`config.mk`:
```
export PLATFORM = sky130hd
export DESIGN_NAME = note_player
export DESIGN_NICKNAME = d
export VERILOG_FILES = /design/src/rtl/note_player.sv
export SDC_FILE = /design/constraint.sdc
export NUM_CORES = 1
export LEC_CHECK = 0
export ABC_AREA = 1
export BUFFER_PORTS_ARGS = -buffer_cell sky130_fd_sc_hd__buf_2
export CAP_MARGIN = 20
export CORE_AREA = 2 2 150 152
export DETAILED_ROUTE_END_ITERATION = 16
export DIE_AREA = 0 0 152 154
export PLACE_DENSITY_LB_ADDON = 0.25
export SYNTH_ARGS = -nofsm -noshare
export SYNTH_HDL_FRONTEND = slang
export SYNTH_SLANG_ARGS = --single-unit
```
`constraint.sdc`:
```
create_clock -name clk -period 5.05 [get_ports clk]
set_input_delay 1.515 -clock clk [delete_from_list [all_inputs] [get_ports clk]]
set_output_delay 1.515 -clock clk [all_outputs]
set_load 0.01 [all_outputs]
```
`src/rtl/note_player.sv`:
```
// note_player: consumes 16-bit sequencer words. Setting words change the tempo
// (bpm); note words play a square wave on `speaker` for a number of beats.
// Beats come from a phase accumulator stepped by bpm each cycle against
// 60*CLK_HZ, so no divider is needed.
// Optional build macro ARTIC_GAP_EN: silences the last GAP_CYCLES of each note.
module note_player #(
  parameter int CLK_HZ      = 50000000,
  parameter int DEFAULT_BPM = 96,
  parameter int GAP_CYCLES  = 2500000
) (
  input  logic        clk,
  input  logic        rst_n,
  input  logic        ins_valid,
  input  logic [15:0] ins_data,
  output logic        ins_ready,
  output logic        speaker,
  output logic        playing,
  output logic [7:0]  led_note
);

  typedef enum logic {IDLE, PLAY} state_t;

  // 60*CLK_HZ overflows a signed int at 50 MHz, so build it in 64 bits.
  localparam logic [31:0] BEAT_THRESH = 32'(64'(CLK_HZ) * 64'd60);

  state_t      state_q, state_d;
  logic [11:0] bpm_q, bpm_d;
  logic [31:0] acc_q, acc_d;
  logic [19:0] cnt_q, cnt_d;
  logic [19:0] half_q, half_d;
  logic        tone_q, tone_d;
  logic        rest_q, rest_d;
  logic [4:0]  beats_q, beats_d;
  logic [7:0]  led_q, led_d;

  logic [32:0] sum;
  logic        tick;
  logic        note_acc;
  logic [4:0]  beats_load;

  // Octave-0 half periods (C1..B1) in 50 MHz cycles; deliberately not
  // rescaled by CLK_HZ. Rests (12..15) never toggle, so their entry is 0.
  function automatic logic [19:0] base_half(input logic [3:0] semi);
    case (semi)
      4'd0:    base_half = 20'd764451;
      4'd1:    base_half = 20'd721546;
      4'd2:    base_half = 20'd681049;
      4'd3:    base_half = 20'd642824;
      4'd4:    base_half = 20'd606745;
      4'd5:    base_half = 20'd572691;
      4'd6:    base_half = 20'd540549;
      4'd7:    base_half = 20'd510210;
      4'd8:    base_half = 20'd481574;
      4'd9:    base_half = 20'd454545;
      4'd10:   base_half = 20'd429034;
      4'd11:   base_half = 20'd404954;
      default: base_half = 20'd0;
    endcase
  endfunction

  assign sum        = {1'b0, acc_q} + 33'(bpm_q);
  assign tick       = (sum >= {1'b0, BEAT_THRESH});
  assign note_acc   = (state_q == IDLE) && ins_valid && ins_data[0];
  assign beats_load = (ins_data[11:8] == 4'd0) ? 5'd16 : {1'b0, ins_data[11:8]};

  assign ins_ready = (state_q == IDLE);
  assign playing   = (state_q == PLAY);
  assign led_note  = led_q;

  // Next-state: decode accepted words in IDLE; run beat and tone timing in PLAY.
  always_comb begin
    state_d = state_q;
    bpm_d   = bpm_q;
    acc_d   = acc_q;
    cnt_d   = cnt_q;
    half_d  = half_q;
    tone_d  = tone_q;
    rest_d  = rest_q;
    beats_d = beats_q;
    led_d   = led_q;
    case (state_q)
      IDLE: begin
        if (ins_valid) begin
          if (!ins_data[0]) begin
            // Only opcode 000 carries a tempo; a zero tempo would stall beats.
            if (ins_data[3:1] == 3'd0 && ins_data[15:4] != 12'd0)
              bpm_d = ins_data[15:4];
          end else begin
            state_d = PLAY;
            acc_d   = '0;
            cnt_d   = '0;
            tone_d  = 1'b0;
            rest_d  = (ins_data[4:1] >= 4'd12);
            half_d  = base_half(ins_data[4:1]) >> ins_data[7:5];
            beats_d = beats_load;
            led_d   = ins_data[7:0];
          end
        end
      end
      PLAY: begin
        if (cnt_q == 20'(half_q - 20'd1)) begin
          cnt_d  = '0;
          tone_d = rest_q ? 1'b0 : ~tone_q;
        end else begin
          cnt_d = cnt_q + 20'd1;
        end
        if (tick) begin
          acc_d   = sum[31:0] - BEAT_THRESH;
          beats_d = beats_q - 5'd1;
          if (beats_q == 5'd1) begin
            state_d = IDLE;
            tone_d  = 1'b0;
            led_d   = '0;
          end
        end else begin
          acc_d = sum[31:0];
        end
      end
      default: state_d = IDLE;
    endcase
  end

  // State and datapath registers.
  always_ff @(posedge clk or negedge rst_n) begin
    if (!rst_n) begin
      state_q <= IDLE;
      bpm_q   <= 12'(DEFAULT_BPM);
      acc_q   <= '0;
      cnt_q   <= '0;
      half_q  <= '0;
      tone_q  <= 1'b0;
      rest_q  <= 1'b0;
      beats_q <= '0;
      led_q   <= '0;
    end else begin
      state_q <= state_d;
      bpm_q   <= bpm_d;
      acc_q   <= acc_d;
      cnt_q   <= cnt_d;
      half_q  <= half_d;
      tone_q  <= tone_d;
      rest_q  <= rest_d;
      beats_q <= beats_d;
      led_q   <= led_d;
    end
  end

`ifdef ARTIC_GAP_EN
  // Remaining note work in accumulator units: duration*THRESH minus bpm per
  // PLAY cycle. Remaining cycles <= GAP exactly when rem <= GAP*bpm, which
  // gives the exact tail without ever dividing.
  logic [47:0] rem_q, rem_d;
  logic [47:0] gap_work;
  logic        gap_now;

  assign gap_work = 48'(GAP_CYCLES) * 48'(bpm_q);
  assign gap_now  = (state_q == PLAY) && (rem_q <= gap_work);
  assign speaker  = tone_q & ~gap_now;

  // Load on note accept, count down by bpm while playing.
  always_comb begin
    rem_d = rem_q;
    if (note_acc)
      rem_d = 48'(beats_load) * 48'(BEAT_THRESH);
    else if (state_q == PLAY)
      rem_d = (rem_q > 48'(bpm_q)) ? rem_q - 48'(bpm_q) : '0;
  end

  // Remaining-work register.
  always_ff @(posedge clk or negedge rst_n) begin
    if (!rst_n) rem_q <= '0;
    else        rem_q <= rem_d;
  end
`else
  logic gap_unused;
  logic note_acc_unused;
  assign gap_unused      = (GAP_CYCLES != 0);
  assign note_acc_unused = note_acc;
  assign speaker         = tone_q;
`endif

endmodule

```
==> After elaboration in Yosys (flattened, before gate mapping) <==
Memory sizes are Yosys's and may differ from the RTL's.
Cells that the tools add are included.
{ "totals": {"inputBits": 19, "regBits": 100, "mem_count": 1, "rom_bits": 320, "out_inout_bits": 11, "ram_bits": 0, "latchBits": 0} }
{ "memory_table": {"columns": ["memory", "words", "width", "rd", "rd_clocked_by_memory_dff", "write_ports", "line", "text"], "rows": [
  ["(no name shown)", 16, 20, 1, 0, 0, "44", "case (semi)"]
]} }
{ "classes": {"multipliers": 0, "shift": 1, "n_eq_ne": 6, "div_mod_pow": 0, "add_sub_neg": 5, "bitwise_logic": 3, "mux": 33, "reduce_logical": 9, "magnitude_cmp": 2} }
{ "ops": {"columns": ["op", "n"], "rows": [
  ["two-way mux 20 bit", 6],
  ["two-way mux 32 bit", 3],
  ["case mux 32 bit (2 select lines)", 1],
  ["case mux 20 bit (2 select lines)", 1],
  ["adder 32 x 12 -> 33 bit", 1],
  ["greater-or-equal comparator 33 x 32 -> 1 bit (second input constant)", 1],
  ["two-way mux 8 bit", 4],
  ["subtractor 32 bit (second input constant)", 1],
  ["adder 20 x 1 -> 20 bit (second input constant)", 1],
  ["== test 20 bit", 1],
  ["two-way mux 5 bit", 4],
  [">> shifter 20 x 3 -> 20 bit", 1],
  ["subtractor 20 x 1 -> 20 bit (second input constant)", 1],
  ["case mux 8 bit (2 select lines)", 1],
  ["nonzero test 12 bit", 1],
  ["two-way mux 1 bit", 10],
  ["case mux 5 bit (2 select lines)", 1],
  ["AND reduction 4 bit", 2],
  ["AND reduction 3 bit", 2],
  ["== test 5 x 1 -> 1 bit (second input constant)", 1],
  ["subtractor 5 x 1 -> 5 bit (second input constant)", 1],
  ["greater-or-equal comparator 4 bit (second input constant)", 1],
  ["logical NOT 4 bit", 1],
  ["inequality test 2 x 1 -> 1 bit (second input constant)", 2],
  ["6 further kinds", 10]
]} }

==> Logic depth before layout (Yosys ltp) <==
{ "logic_depth": {"word_depth": 6, "depth_mapped": 24, "mapped_depth_nobuf": 23} }

==> Worst setup path before layout <==
OpenSTA, ideal clock, no wires.
{ "synth_path": {"path_type": "input to register", "startpoint": "in ins_data[4]", "endpoint": "reg half_q[14]", "cell_stages": 12, "setup_slack_ps": 2089, "required_time_ps": 4905, "arrival_ps": 2816, "setup_ps": 145, "cell_sequence": "clkbuf_1 > inv_1 > nor2_1 > inv_1 > nor2_1 > a211o_1 > o21ai_0 > nand2_1 > o21ai_0 > inv_1 > nand2_1 > o221ai_1"} }
{ "synth_between": {"elab_chain_len": 5} }
{ "synth_lines": {"columns": ["item", "line", "text"], "rows": [
  ["from (decl)", "14", "input logic [15:0] ins_data,"],
  ["memory read (16 x 20 bit)", null, null],
  ["two-way mux 20 bit", "84", "if (!ins_data[0]) begin"],
  ["two-way mux 20 bit", "83", "if (ins_valid) begin"],
  ["two-way mux 20 bit", "81", "case (state_q)"],
  [">> shifter 20 x 3 -> 20 bit", "94", "half_d = base_half(ins_data[4:1]) >> ins_data[7:5];"],
  ["to (signal assigned)", "140", "half_q <= half_d;"],
  ["to (decl)", "30", "logic [19:0] half_q, half_d;"]
]} }
No other way between the ends. The select of a mux whose other input is x is not followed.
A chain may end at the register's enable or synchronous reset.

==> Final worst setup path <==
{ "layout_path": {"startpoint": "reg bpm_q[6]", "endpoint": "reg acc_q[17]"} }
{ "layout_between": {"elab_chain_len": 4, "elab_cells_between_ends": 5} }
{ "layout_lines": {"columns": ["item", "line", "text"], "rows": [
  ["from (decl)", "27", "logic [11:0] bpm_q, bpm_d;"],
  ["from (signal assigned)", "127", "bpm_q <= 12'(DEFAULT_BPM);"],
  ["from (signal assigned)", "137", "bpm_q <= bpm_d;"],
  ["adder 32 x 12 -> 33 bit *", "61", "assign sum = {1'b0, acc_q} + 33'(bpm_q);"],
  ["subtractor 32 bit / greater-or-equal comparator 33 x 32 -> 1 bit (equally long branches)", "108, 62", null],
  ["two-way mux 32 bit *", "107", "if (tick) begin"],
  ["case mux 32 bit (2 select lines) *", "81", null],
  ["to (signal assigned)", "128", "acc_q <= '0;"],
  ["to (signal assigned)", "138", "acc_q <= acc_d;"],
  ["to (decl)", "28", "logic [31:0] acc_q, acc_d;"]
]} }
Every way passes the cells marked *; elsewhere a longest branch is shown, timed or not.

==> key figures <==
Critical path
  – R2R cell count: 21
  – Startpoint types: flop
  – Cell mode on critical path: nand2_1
  – WP data required: 5350 ps
  – CP max stage delay: 540 ps
  – Crit path DAT: 4210 ps
  – Crit path kind: reg2reg
  – RR Endpoint: acc_q[17]$_DFFE_PN0P_
  – CP bufs+invs: 2
  – CP Capture Type: flop
  – Register-to-Register Setup Slack: 1140 ps
  – Critical path fanouts, max: 38
  – Cell chain of the critical path: ha_1 -> nand2_1 -> nand2_1 -> nand2_1 -> nand2_1 -> inv_1 -> nand3_1 -> xor2_1 -> inv_1 -> ha_1 -> nand2_1 -> nor2_2 -> nand3_1 -> nand2_1 -> nand2_1 -> nand2_2 -> nand2_4 -> nand2_2 -> o21ai_0 -> nand2_1 -> nand2_1
  – Worst R2R Start: bpm_q[6]$_DFFE_PN1P_
  – Worst path slowest cell: dfstp_2
  – Critical path's top delay family: simple AND/OR/NAND/NOR gates

Die
  – Total die area: 23400 um2
  – Die width: 152 um
  – Row Count: 54
  – Core region area: 21700 um2
  – I/O Pins: 30
  – Die H: 154 um
  – Initial Util: 0.395

STA
  – Final min period: 3910 ps
  – Slew headroom: 0.479
  – Hold Vio Cnt, Final: 0
  – TNS Setup: 0 ps
  – Worst-Margin Slew: 779 ps
  – Slew Viols, Final: 0
  – Final setup margin: 1140 ps
  – RSZ-0062 raised after global routing: no
  – Tcrit/Tclk final: 0.774
  – Final setup vio count: 0
  – Fmax: 0.256 GHz
  – Final Skew: 8.08 ps

Logic synthesis
  – Adder-cell share of the synthesized area: 0.0345
  – Combinational family with the most area after synthesis: simple AND/OR/NAND/NOR gates
  – Synth top cells by count: 433 x nand2_1, 160 x inv_1, 121 x nand3_1
  – Most common cell in the netlist: nand2_1
  – Register area share after synthesis: 0.292
  – Post-synthesis average cell area: 6.44 um2
  – Compound-Gate Fraction of Synth Area: 0.105
  – Post-synth ARST share: 1.00
  – Mapped Area: 8570 um2
  – Flops & latches, synth: 100
  – Post-synthesis mux area share: 0.0127
  – Top cells by area, synth: dfrtp_1 29%, nand2_1 19%, nand3_1 7.1%
  – Synth unique cells: 51
  – Synth Area in Simple Gates: 0.404
  – Ys Warns: 0
  – XOR/XNOR share of the synthesized area: 0.0562
  – Ys flop type: dfrtp_1
  – Post-Syn Nets: 1372
  – Area leader, netlist: dfrtp_1
  – Post-Syn Instances: 1330
  – Yosys top cell area share: 0.286
  – EDFF count, synth: 0

CTS
  – CTS hold repair buffers: 0
  – Cts repair resizes: 0
  – Setup bufs post-CTS: 0
  – H-tree depth: 3
  – Clock latency on the worst-skew pair: 360 ps
  – Maximum root-to-sink buffer count: 2
  – Root buf cell: clkbuf_16
  – Clock sinks: 100
  – CTS tree: built
  – CTS buffer count: 9
  – Clk slew on worst S/H paths: 80 ps

Placed design
  – Dpl hpwl: 18.5 mm
  – Placed cells: 1611
  – Post-place setup slack: 1240 ps
  – Post-place instance area: 8950 um2
  – Routability Congestion: 0.914
  – IO Port Bufs: 29

Final layout
  – Filler cells: 2318
  – Net count, final: 1385
  – P&R area growth vs syn: 8.12%
  – Layout cells sized above 1: 0.102
  – Post-route insts no fill: 1628
  – Ant diodes: 0
  – Final non-filler cell area: 9270 um2

Hold path
  – Min-Delay Path Depth: 2
  – HP Class: reg2reg
  – Hold path endpoint: led_note[2]$_DFFE_PN0P_
  – Hold Crit Start: led_note[2]$_DFFE_PN0P_

Route
  – Drt wl/cell: 14.7 um
  – 1st-pass router iterations: 5
  – DRT Wirelength: 23.9 mm
  – DRT iter0 DRCs: 638
  – Post-DRT Antenna Nets: 0
  – DR DRC count: 0
  – Vias: 8475
  – Via-to-Cell Ratio: 5.21

Pwr
  – Peak VDD IR: 185 uV
  – Static Leak: 4.60 nW
  – Power per cell area: 259 nW/um2

Run status
  – Status: finished, final reports clean

Global routing
  – GRT Util Overall: 0.205
  – Initial antenna violation count: 0
  – Largest net degree at the start of global routing: 59
  – Vias in the first global route: 7973
  – First-pass GRT wire length: 39.7 mm
  – Global route overflow: 0

Run
  – Max-cap violations: 0
[through the flow]
stage | utilization | power, mW | hold WS, ps
2_1_floorplan | - | 1.51 | 445
3_3_place_gp | 0.413 | 1.71 | 452
3_5_place_dp | 0.413 | 1.71 | 457
4_1_cts | 0.426 | 2.41 | 473
5_1_grt | 0.427 | 2.55 | 511
6_report | 0.427 | 2.40 | 468
[worst max-delay path by stage]
stage | from | end | slack (ps) | depth (start not counted)
6_report | bpm_q[6]$_DFFE_PN1P_ | acc_q[17]$_DFFE_PN0P_ | 1140 | 21
3_3_place_gp | bpm_q[6]$_DFFE_PN1P_ | acc_q[16]$_DFFE_PN0P_ | 1230 | 21
4_1_cts | bpm_q[6]$_DFFE_PN1P_ | acc_q[17]$_DFFE_PN0P_ | 1200 | 21
3_5_place_dp | bpm_q[6]$_DFFE_PN1P_ | acc_q[17]$_DFFE_PN0P_ | 1240 | 21
5_1_grt | bpm_q[6]$_DFFE_PN1P_ | acc_q[20]$_DFFE_PN0P_ | 820 | 22
2_1_floorplan | ins_data[4] | half_q[14]$_DFFE_PN0P_ | 2090 | 12
[cell usage in the layout (no fill, tap or decap), drive strengths merged, types with 2 or more instances in the layout]
master | Yosys | final
xor2 | 41 | 41
and2 | 4 | 4
buf | 10 | 36
a22o | 2 | 2
o21ai | 96 | 96
nand3b | 4 | 4
xnor2 | 14 | 14
mux2i | 3 | 3
o22ai | 5 | 5
nand4 | 22 | 22
clkbuf | 24 | 10
clkinv | 2 | 5
a21oi | 18 | 18
nor3 | 20 | 20
inv | 172 | 173
clkinvlp | 0 | 2
nor4 | 4 | 4
ha | 22 | 22
o221ai | 18 | 18
nor2 | 130 | 130
a32o | 2 | 2
nor3b | 3 | 3
nand2 | 457 | 457
dfrtp | 98 | 98
nand3 | 132 | 132
o211ai | 4 | 4
dfstp | 2 | 2
or2 | 5 | 5
mux2 | 7 | 7
[worst reg2reg max path: cells and delay by family (launching register included)]
kind            cells  cell delay [ps]
simple gates       15             1870
flops               1              540
fa+ha+maj           2              530
compound gates      1              370
xor+xnor            1              340
buf+inv             2              210
[registers in the layout, indices dropped and copies added, names as in the netlist]
| signal | cells |
|---|---|
| rest_q | 1 |
| beats_q | 5 |
| acc_q | 32 |
| led_note | 8 |
| half_q | 20 |
| bpm_q | 12 |
| speaker | 1 |
| playing | 1 |
| cnt_q | 20 |
[per-layer routing]
metal / track usage / wire, um / vias up
li1: - / - / 4299
met1: 0.277 / 11300 / 3963
met2: 0.348 / 11200 / 181
met3: 0.0223 / 886 / 32
met4: 0.0601 / 455 / 0
met5: 0 / 0 / -
[report_power, final]
part	internal [mW]	total, mW	switching [mW]
Clock	0.344	0.690	0.346
Combinational	0.239	0.739	0.500
Sequential	0.884	0.969	0.0849
[final cells by class]
class	instances	area (um2)	share of cell area
timing repair buffer	36	220	0.0238
clock buffer	10	229	0.0247
tap	280	350	0.0378
clock inverter	6	60.1	0.00648
sequential	100	2510	0.270
inverter	174	653	0.0705
multi-input combinational	1022	5250	0.566
[logic make-up after synthesis]
logic type	count (synthesis)
simple gates	781
buf+inv	208
compound gates	153
flops	100
xor+xnor	55
fa+ha+maj	23
mux	10
(Power assumes the default switching activity.)
